--- src/rtl/lamp_fpu_sqrt_ctrl_pkg.sv ---
// Shared types, constants and operand classification for the lampFPU sqrt front-end.
package lamp_fpu_sqrt_ctrl_pkg;

    localparam int unsigned LAMP_FLOAT_DW   = 16;
    localparam int unsigned LAMP_FLOAT_E_DW = 8;
    localparam int unsigned LAMP_FLOAT_F_DW = 7;
    localparam int unsigned LAMP_FLOAT_BIAS = 127;

    localparam logic [LAMP_FLOAT_DW-1:0] QNAN = 16'h7FC0;
    localparam logic [LAMP_FLOAT_DW-1:0] PINF = 16'h7F80;
    localparam logic [LAMP_FLOAT_DW-1:0] NINF = 16'hFF80;

    typedef enum logic [2:0] {
        StIdle,
        StIssue,
        StWait,
        StPack,
        StDone
    } sqrt_state_t;

    typedef struct packed {
        logic is_zero;
        logic is_inf;
        logic is_nan;
        logic is_neg;
    } float_class_t;

    // Denormals (e == 0, m != 0) are treated as zero.
    function automatic float_class_t classify(input logic [LAMP_FLOAT_DW-1:0] op);
        float_class_t c;
        c.is_zero = (op[14:7] == 8'h00);
        c.is_inf  = (op[14:7] == 8'hFF) && (op[6:0] == 7'h00);
        c.is_nan  = (op[14:7] == 8'hFF) && (op[6:0] != 7'h00);
        c.is_neg  = op[15];
        return c;
    endfunction

endpackage

--- src/rtl/lamp_fpu_sqrt_ctrl_if.sv ---
// Request / result / core-side signal bundle of the sqrt front-end.
interface lamp_fpu_sqrt_ctrl_if;
    logic        doSqrt_i;
    logic        doInvSqrt_i;
    logic [15:0] op_i;
    logic        busy_o;
    logic [15:0] result_o;
    logic        valid_o;
    logic        err_o;
    logic        core_doSqrt_o;
    logic        core_doInvSqrt_o;
    logic [8:0]  core_f_o;
    logic [15:0] core_result_i;
    logic        core_valid_i;

    // Environment side: requester plus the iterative core.
    modport master (
        output doSqrt_i, doInvSqrt_i, op_i, core_result_i, core_valid_i,
        input  busy_o, result_o, valid_o, err_o, core_doSqrt_o, core_doInvSqrt_o, core_f_o
    );

    // Controller side.
    modport slave (
        input  doSqrt_i, doInvSqrt_i, op_i, core_result_i, core_valid_i,
        output busy_o, result_o, valid_o, err_o, core_doSqrt_o, core_doInvSqrt_o, core_f_o
    );
endinterface

--- src/rtl/lamp_fpu_sqrt_round.sv ---
// Normalise a Q1.15 core result, round to nearest even and pack a positive float.
module lamp_fpu_sqrt_round
    import lamp_fpu_sqrt_ctrl_pkg::*;
(
    input  logic [15:0] r,
    input  logic [7:0]  eb,
    output logic [15:0] res
);

    logic [15:0] rn;
    logic [7:0]  en;
    logic [6:0]  mant;
    logic        guard;
    logic        sticky;
    logic        inc;
    logic [7:0]  mant_sum;
    logic [7:0]  e_out;

    // One-bit normalisation, then RNE with mantissa carry into the exponent.
    always_comb begin
        rn       = r[15] ? r : {r[14:0], 1'b0};
        en       = r[15] ? eb : eb - 8'd1;
        mant     = rn[14:8];
        guard    = rn[7];
        sticky   = |rn[6:0];
        inc      = guard & (sticky | mant[0]);
        mant_sum = {1'b0, mant} + {7'd0, inc};
        e_out    = en + {7'd0, mant_sum[7]};
        res      = {1'b0, e_out, mant_sum[6:0]};
    end

endmodule

--- src/rtl/lamp_fpu_sqrt_ctrl.sv ---
// Sqrt / invsqrt front-end: special-value handling, core issue, timeout and result packing.
module lamp_fpu_sqrt_ctrl
    import lamp_fpu_sqrt_ctrl_pkg::*;
#(
    parameter int unsigned TIMEOUT_CYC = 15
) (
    input logic                 clk,
    input logic                 rst,
    lamp_fpu_sqrt_ctrl_if.slave bus
);

    localparam int unsigned CntW = $clog2(TIMEOUT_CYC + 1);
    localparam logic signed [9:0] BiasS = 10'(LAMP_FLOAT_BIAS);

    sqrt_state_t   state_q, state_d;
    logic          inv_q, inv_d;
    logic [8:0]    f_q, f_d;
    logic [7:0]    eb_q, eb_d;
    logic [15:0]   r_q, r_d;
    logic [CntW-1:0] cnt_q, cnt_d;
    logic          err_q, err_d;
    logic [15:0]   result_q, result_d;
    logic          valid_q, valid_d;
    logic          err_out_q, err_out_d;
    logic          do_sqrt, do_inv;

    float_class_t      cls;
    logic              is_special;
    logic              start_inv;
    logic [15:0]       spec_res;
    logic signed [9:0] exp_unb;
    logic signed [9:0] half;
    logic signed [9:0] eb_full;
    logic [8:0]        f_new;
    logic [15:0]       packed_res;

    // Operand decode for the request currently presented in IDLE; sqrt wins a tie.
    always_comb begin
        cls        = classify(bus.op_i);
        is_special = cls.is_zero | cls.is_inf | cls.is_nan | cls.is_neg;
        start_inv  = ~bus.doSqrt_i;
        exp_unb    = $signed({2'b00, bus.op_i[14:7]}) - BiasS;
        // floor((E+1)/2) equals E/2 for even E and (E+1)/2 for odd E.
        half       = (exp_unb + 10'sd1) >>> 1;
        eb_full    = start_inv ? (BiasS - half) : (BiasS + half);
        f_new      = exp_unb[0] ? {2'b01, bus.op_i[6:0]} : {1'b1, bus.op_i[6:0], 1'b0};
        spec_res   = QNAN;
        if (cls.is_nan || (cls.is_neg && !cls.is_zero)) begin
            spec_res = QNAN;
        end else if (start_inv) begin
            spec_res = cls.is_zero ? (cls.is_neg ? NINF : PINF) : 16'h0000;
        end else begin
            spec_res = cls.is_zero ? {bus.op_i[15], 15'd0} : PINF;
        end
    end

    lamp_fpu_sqrt_round u_round (
        .r   (r_q),
        .eb  (eb_q),
        .res (packed_res)
    );

    // Next-state and Moore core-start outputs.
    always_comb begin
        state_d   = state_q;
        inv_d     = inv_q;
        f_d       = f_q;
        eb_d      = eb_q;
        r_d       = r_q;
        cnt_d     = cnt_q;
        err_d     = err_q;
        result_d  = result_q;
        valid_d   = 1'b0;
        err_out_d = 1'b0;
        do_sqrt   = 1'b0;
        do_inv    = 1'b0;
        unique case (state_q)
            StIdle: begin
                if (bus.doSqrt_i || bus.doInvSqrt_i) begin
                    inv_d = start_inv;
                    err_d = 1'b0;
                    if (is_special) begin
                        result_d = spec_res;
                        state_d  = StDone;
                    end else begin
                        f_d     = f_new;
                        eb_d    = eb_full[7:0];
                        state_d = StIssue;
                    end
                end
            end
            StIssue: begin
                do_sqrt = ~inv_q;
                do_inv  = inv_q;
                cnt_d   = '0;
                state_d = StWait;
            end
            StWait: begin
                if (bus.core_valid_i) begin
                    r_d     = bus.core_result_i;
                    state_d = StPack;
                end else if (cnt_q == CntW'(TIMEOUT_CYC - 1)) begin
                    result_d = QNAN;
                    err_d    = 1'b1;
                    state_d  = StDone;
                end else begin
                    cnt_d = cnt_q + 1'b1;
                end
            end
            StPack: begin
                result_d = packed_res;
                state_d  = StDone;
            end
            StDone: begin
                valid_d   = 1'b1;
                err_out_d = err_q;
                state_d   = StIdle;
            end
            default: state_d = StIdle;
        endcase
    end

    // State and datapath registers, synchronous reset.
    always_ff @(posedge clk) begin
        if (rst) begin
            state_q   <= StIdle;
            inv_q     <= 1'b0;
            f_q       <= '0;
            eb_q      <= '0;
            r_q       <= '0;
            cnt_q     <= '0;
            err_q     <= 1'b0;
            result_q  <= '0;
            valid_q   <= 1'b0;
            err_out_q <= 1'b0;
        end else begin
            state_q   <= state_d;
            inv_q     <= inv_d;
            f_q       <= f_d;
            eb_q      <= eb_d;
            r_q       <= r_d;
            cnt_q     <= cnt_d;
            err_q     <= err_d;
            result_q  <= result_d;
            valid_q   <= valid_d;
            err_out_q <= err_out_d;
        end
    end

    assign bus.busy_o           = (state_q != StIdle);
    assign bus.result_o         = result_q;
    assign bus.valid_o          = valid_q;
    assign bus.err_o            = err_out_q;
    assign bus.core_doSqrt_o    = do_sqrt;
    assign bus.core_doInvSqrt_o = do_inv;
    assign bus.core_f_o         = f_q;

endmodule

--- src/flat_wrapper.sv ---
// flat-port wrapper written by rule: the top's interface ports become plain ports
module lamp_fpu_sqrt_ctrl_flat import lamp_fpu_sqrt_ctrl_pkg::*;
#(
    parameter int unsigned TIMEOUT_CYC = 15
)
  (clk, rst, bus_doSqrt_i, bus_doInvSqrt_i, bus_op_i, bus_core_result_i, bus_core_valid_i, bus_busy_o, bus_result_o, bus_valid_o, bus_err_o, bus_core_doSqrt_o, bus_core_doInvSqrt_o, bus_core_f_o);
  lamp_fpu_sqrt_ctrl_if bus_i ();
  input logic clk;
  input logic rst;
  input wire logic [$bits(bus_i.doSqrt_i)-1:0] bus_doSqrt_i;
  input wire logic [$bits(bus_i.doInvSqrt_i)-1:0] bus_doInvSqrt_i;
  input wire logic [$bits(bus_i.op_i)-1:0] bus_op_i;
  input wire logic [$bits(bus_i.core_result_i)-1:0] bus_core_result_i;
  input wire logic [$bits(bus_i.core_valid_i)-1:0] bus_core_valid_i;
  output wire logic [$bits(bus_i.busy_o)-1:0] bus_busy_o;
  output wire logic [$bits(bus_i.result_o)-1:0] bus_result_o;
  output wire logic [$bits(bus_i.valid_o)-1:0] bus_valid_o;
  output wire logic [$bits(bus_i.err_o)-1:0] bus_err_o;
  output wire logic [$bits(bus_i.core_doSqrt_o)-1:0] bus_core_doSqrt_o;
  output wire logic [$bits(bus_i.core_doInvSqrt_o)-1:0] bus_core_doInvSqrt_o;
  output wire logic [$bits(bus_i.core_f_o)-1:0] bus_core_f_o;
  assign bus_i.doSqrt_i = bus_doSqrt_i;
  assign bus_i.doInvSqrt_i = bus_doInvSqrt_i;
  assign bus_i.op_i = bus_op_i;
  assign bus_i.core_result_i = bus_core_result_i;
  assign bus_i.core_valid_i = bus_core_valid_i;
  assign bus_busy_o = bus_i.busy_o;
  assign bus_result_o = bus_i.result_o;
  assign bus_valid_o = bus_i.valid_o;
  assign bus_err_o = bus_i.err_o;
  assign bus_core_doSqrt_o = bus_i.core_doSqrt_o;
  assign bus_core_doInvSqrt_o = bus_i.core_doInvSqrt_o;
  assign bus_core_f_o = bus_i.core_f_o;
  lamp_fpu_sqrt_ctrl #(.TIMEOUT_CYC(TIMEOUT_CYC)) u_core (.clk(clk), .rst(rst), .bus(bus_i));
endmodule
--- config.mk ---
export PLATFORM = sky130hd
export DESIGN_NAME = lamp_fpu_sqrt_ctrl_flat
export DESIGN_NICKNAME = d
export VERILOG_FILES = /design/src/rtl/lamp_fpu_sqrt_ctrl_pkg.sv /design/src/rtl/lamp_fpu_sqrt_ctrl_if.sv /design/src/rtl/lamp_fpu_sqrt_round.sv /design/src/rtl/lamp_fpu_sqrt_ctrl.sv /design/src/flat_wrapper.sv
export SDC_FILE = /design/constraint.sdc
export NUM_CORES = 1
export LEC_CHECK = 0
export ABC_AREA = 0
export CAP_MARGIN = 20
export CORE_MARGIN = 2
export CORE_UTILIZATION = 48
export CTS_CLUSTER_DIAMETER = 200
export DETAILED_ROUTE_END_ITERATION = 12
export PLACE_DENSITY = 0.77
export SLEW_MARGIN = 20
export SYNTH_ARGS = -nofsm -noshare
export SYNTH_HDL_FRONTEND = slang
export SYNTH_SLANG_ARGS = --single-unit
--- constraint.sdc ---
create_clock -name clk -period 2.7 [get_ports clk]
set_clock_uncertainty 0.1 [all_clocks]
set_input_delay 0.405 -clock clk [delete_from_list [all_inputs] [get_ports clk]]
set_output_delay 0.405 -clock clk [all_outputs]
set_load 0.02 [all_outputs]
==> out/qor.yml <==
grt_pass1_wl_microns: 15000
p_total_mw: 2.74
synth_adder_area_share_pct: 3.44
cts_tree: "built"
ios: 67
leakage_nw: 1.85
syn-cell-area_sq_mm: 0.00364
wirelength_microns: 8830
status: "completed"
finalCritPeriodShare_pct: 93.2
port_buffers: 66
synth_top_area_share_pct: 33.0
synth_edf_count: 0
critPathRequiredTime_ns: 2.86
coreArea_sq_mm: 0.00729
clk_latency_ns: 0.35
cts-root-buf: "clkbuf_8"
final_area_sq_mm: 0.00493
dr_total_vias: 3497
clkSinkCount: 60
final_common_cell: "nand2_1"
ys_ff_latch: 60
critical_path_class: "flip-flop to flip-flop"
pre_cts_ws_ns: -0.408
start_kind: "flip-flop"
placed_area_sq_mm: 0.00469
setup_ws_ns: 0.185
overflow: 0
synthMuxAreaShare_pct: 3.65
globalplace.congestion: 0.857
synth_cell_type_count: 69
syn_area_per_cell_sq_um: 7.96
hold_viol_final: 0
grt_pass1_vias: 3342
finalMaxSlewViolations: 0
powerDensity_mw_per_mm2: 556
min_path_type: "flip-flop to flip-flop"
drv_cap: 0
synth_cells: 457
grt_max_degree: 32
netlist_top_cells_area: "dfxtp_1, nand2_1, a21oi_1"
layout_common_cells: "nand2_1, clkdlybuf4s50_1, dfxtp_1"
synth-main-ff-cell: "dfxtp_1"
fp-row-count: 31
syn_nets: 504
drc_errors: 0
hpwl_microns: 6520
n_antenna_cell: 0
yosys.area_share.xor_xnor_pct: 8.36
stdcell_count: 662
vdd_drop_max_mv: 0.347
start_util_pct: 49.9
synth_top_cell_by_area: "dfxtp_1"
post_cts_buffers: 0
tightest_slew_ns: 0.601
drive_gt1_share_pct: 17.4
rsz0062_at_grt: "true"
path_max_fanout: 7
finalNetCount: 605
antenna_found_initial: 0
vias_per_cell: 5.28
grt_usage_pct: 22.1
max_freq_ghz: 0.398
synth_top_family_by_area: "simple AND/OR/NAND/NOR gates"
holdWs_ns: 0.348
hold_buffers: 0
drtIter0Drc: 190
synth-simple-area-share_pct: 25.1
dp.cells: 646
yosys_warnings: 0
crit_arrival_ns: 2.67
async_reset_ff_share_pct: 0
clock_path_buffers: 2
die_w_microns: 91.0
die_area_sq_mm: 0.00829
h-tree-depth: 3
path_clk_slew_ns: 0.07
drtAntennaViolNets: 0
worstSetupEndpointType: "flip-flop"
numCtsBuffers: 9
synth_compound_area_share_pct: 20.3
post-route-min-period_ns: 2.52
die_h_microns: 91.0
wl_per_cell_microns: 13.3
area_delta_synth_final_pct: 35.6
seq_area_frac_synth_pct: 33.0
dr.pass1.iters: 5
setup_viol: 0
maxSlewHeadroom_pct: 59.8
worst max-delay path: stages (launching register included):
cell and delay, ns:
dfxtp_4 0.37, nand2b_1 0.18, a211oi_2 0.22, and3_1 0.19, ha_2 0.19, ha_1 0.18, inv_1 0.07, o41ai_2 0.32
o211ai_1 0.15, xnor2_1 0.16, nand2_1 0.07, a221oi_1 0.24
worst paths after layout:
| check | slack, ns | endpoint | from | cells after the start |
|---|---|---|---|---|
| hold reg to reg | 0.35 | u_core.bus.core_f_o[0] | u_core.bus.core_f_o[0] | 2 |
| setup reg to reg | 0.18 | u_core.bus.result_o[13] | u_core.r_q[15] | 11 |
| hold / removal | 0.35 | u_core.bus.core_f_o[0] | u_core.bus.core_f_o[0] | 2 |
| setup / recovery | 0.18 | u_core.bus.result_o[13] | u_core.r_q[15] | 11 |
sequential cells by signal, indices dropped and copies added, names as in the netlist:
signal	flops
u_core.r_q	16
u_core.cnt_q	4
u_core.bus.core_f_o	9
u_core.eb_q	8
u_core.bus.valid_o	1
u_core.err_q	1
u_core.bus.err_o	1
u_core.inv_q	1
u_core.bus.result_o	16
u_core.state_q	3
metrics by stage:
step                TNS (ns)  util [%]
finish                     0      67.6
global route         -0.0394      67.6
CTS                        0      66.9
detailed placement     -8.10      64.3
global placement       -5.60      64.3
floorplan                  0         -
power breakdown:
group | internal, mW | switching [mW] | total, mW
combinational | 0.474 | 0.483 | 0.957
clock | 0.359 | 0.386 | 0.745
sequential | 0.970 | 0.0690 | 1.04
total | 1.80 | 0.938 | 2.74
logic make-up (layout without fill, tap and decap cells):
family,after synthesis,in the layout
buffers and inverters,47,153
XOR/XNOR,33,33
AND/OR/NAND/NOR,185,185
multiplexers,13,13
flip-flops,60,60
adder cells (fa/ha/maj),10,10
AO/OA/AOI/OAI,109,109
synthesized netlist by cell type, drive strengths merged, types with 10 or more instances:
cell / count
inv: 19
a21oi: 42
xnor2: 21
nand2: 72
buf: 15
a211oi: 11
clkbuf: 12
ha: 10
nor2: 40
nor3: 14
o21ai: 13
nand3: 13
xor2: 12
a221oi: 10
dfxtp: 60
mux2i: 11
area by class of cell:
class,count,area [sq um]
clock inverters,5,36.3
inverters,19,71.3
multi-input cells,350,2280
clock buffers,11,141
fillers,609,2360
repair buffers,118,1070
flip-flops and latches,60,1200
well taps,99,124
routing by layer:
layer	part of all wire, %	global-route usage (%)
met1	44	26.5
met2	49	37.7
met3	5.1	6.31
met4	1.6	8.08
met5	0	0
repair_timing:
action	4_1_cts	5_1_grt
gates resized for setup	5	10
endpoints found under the hold margin	0	0
pin swaps	2	1
endpoints found under the setup margin	10	17
Note: power is estimated with default switching activity, not from simulation.
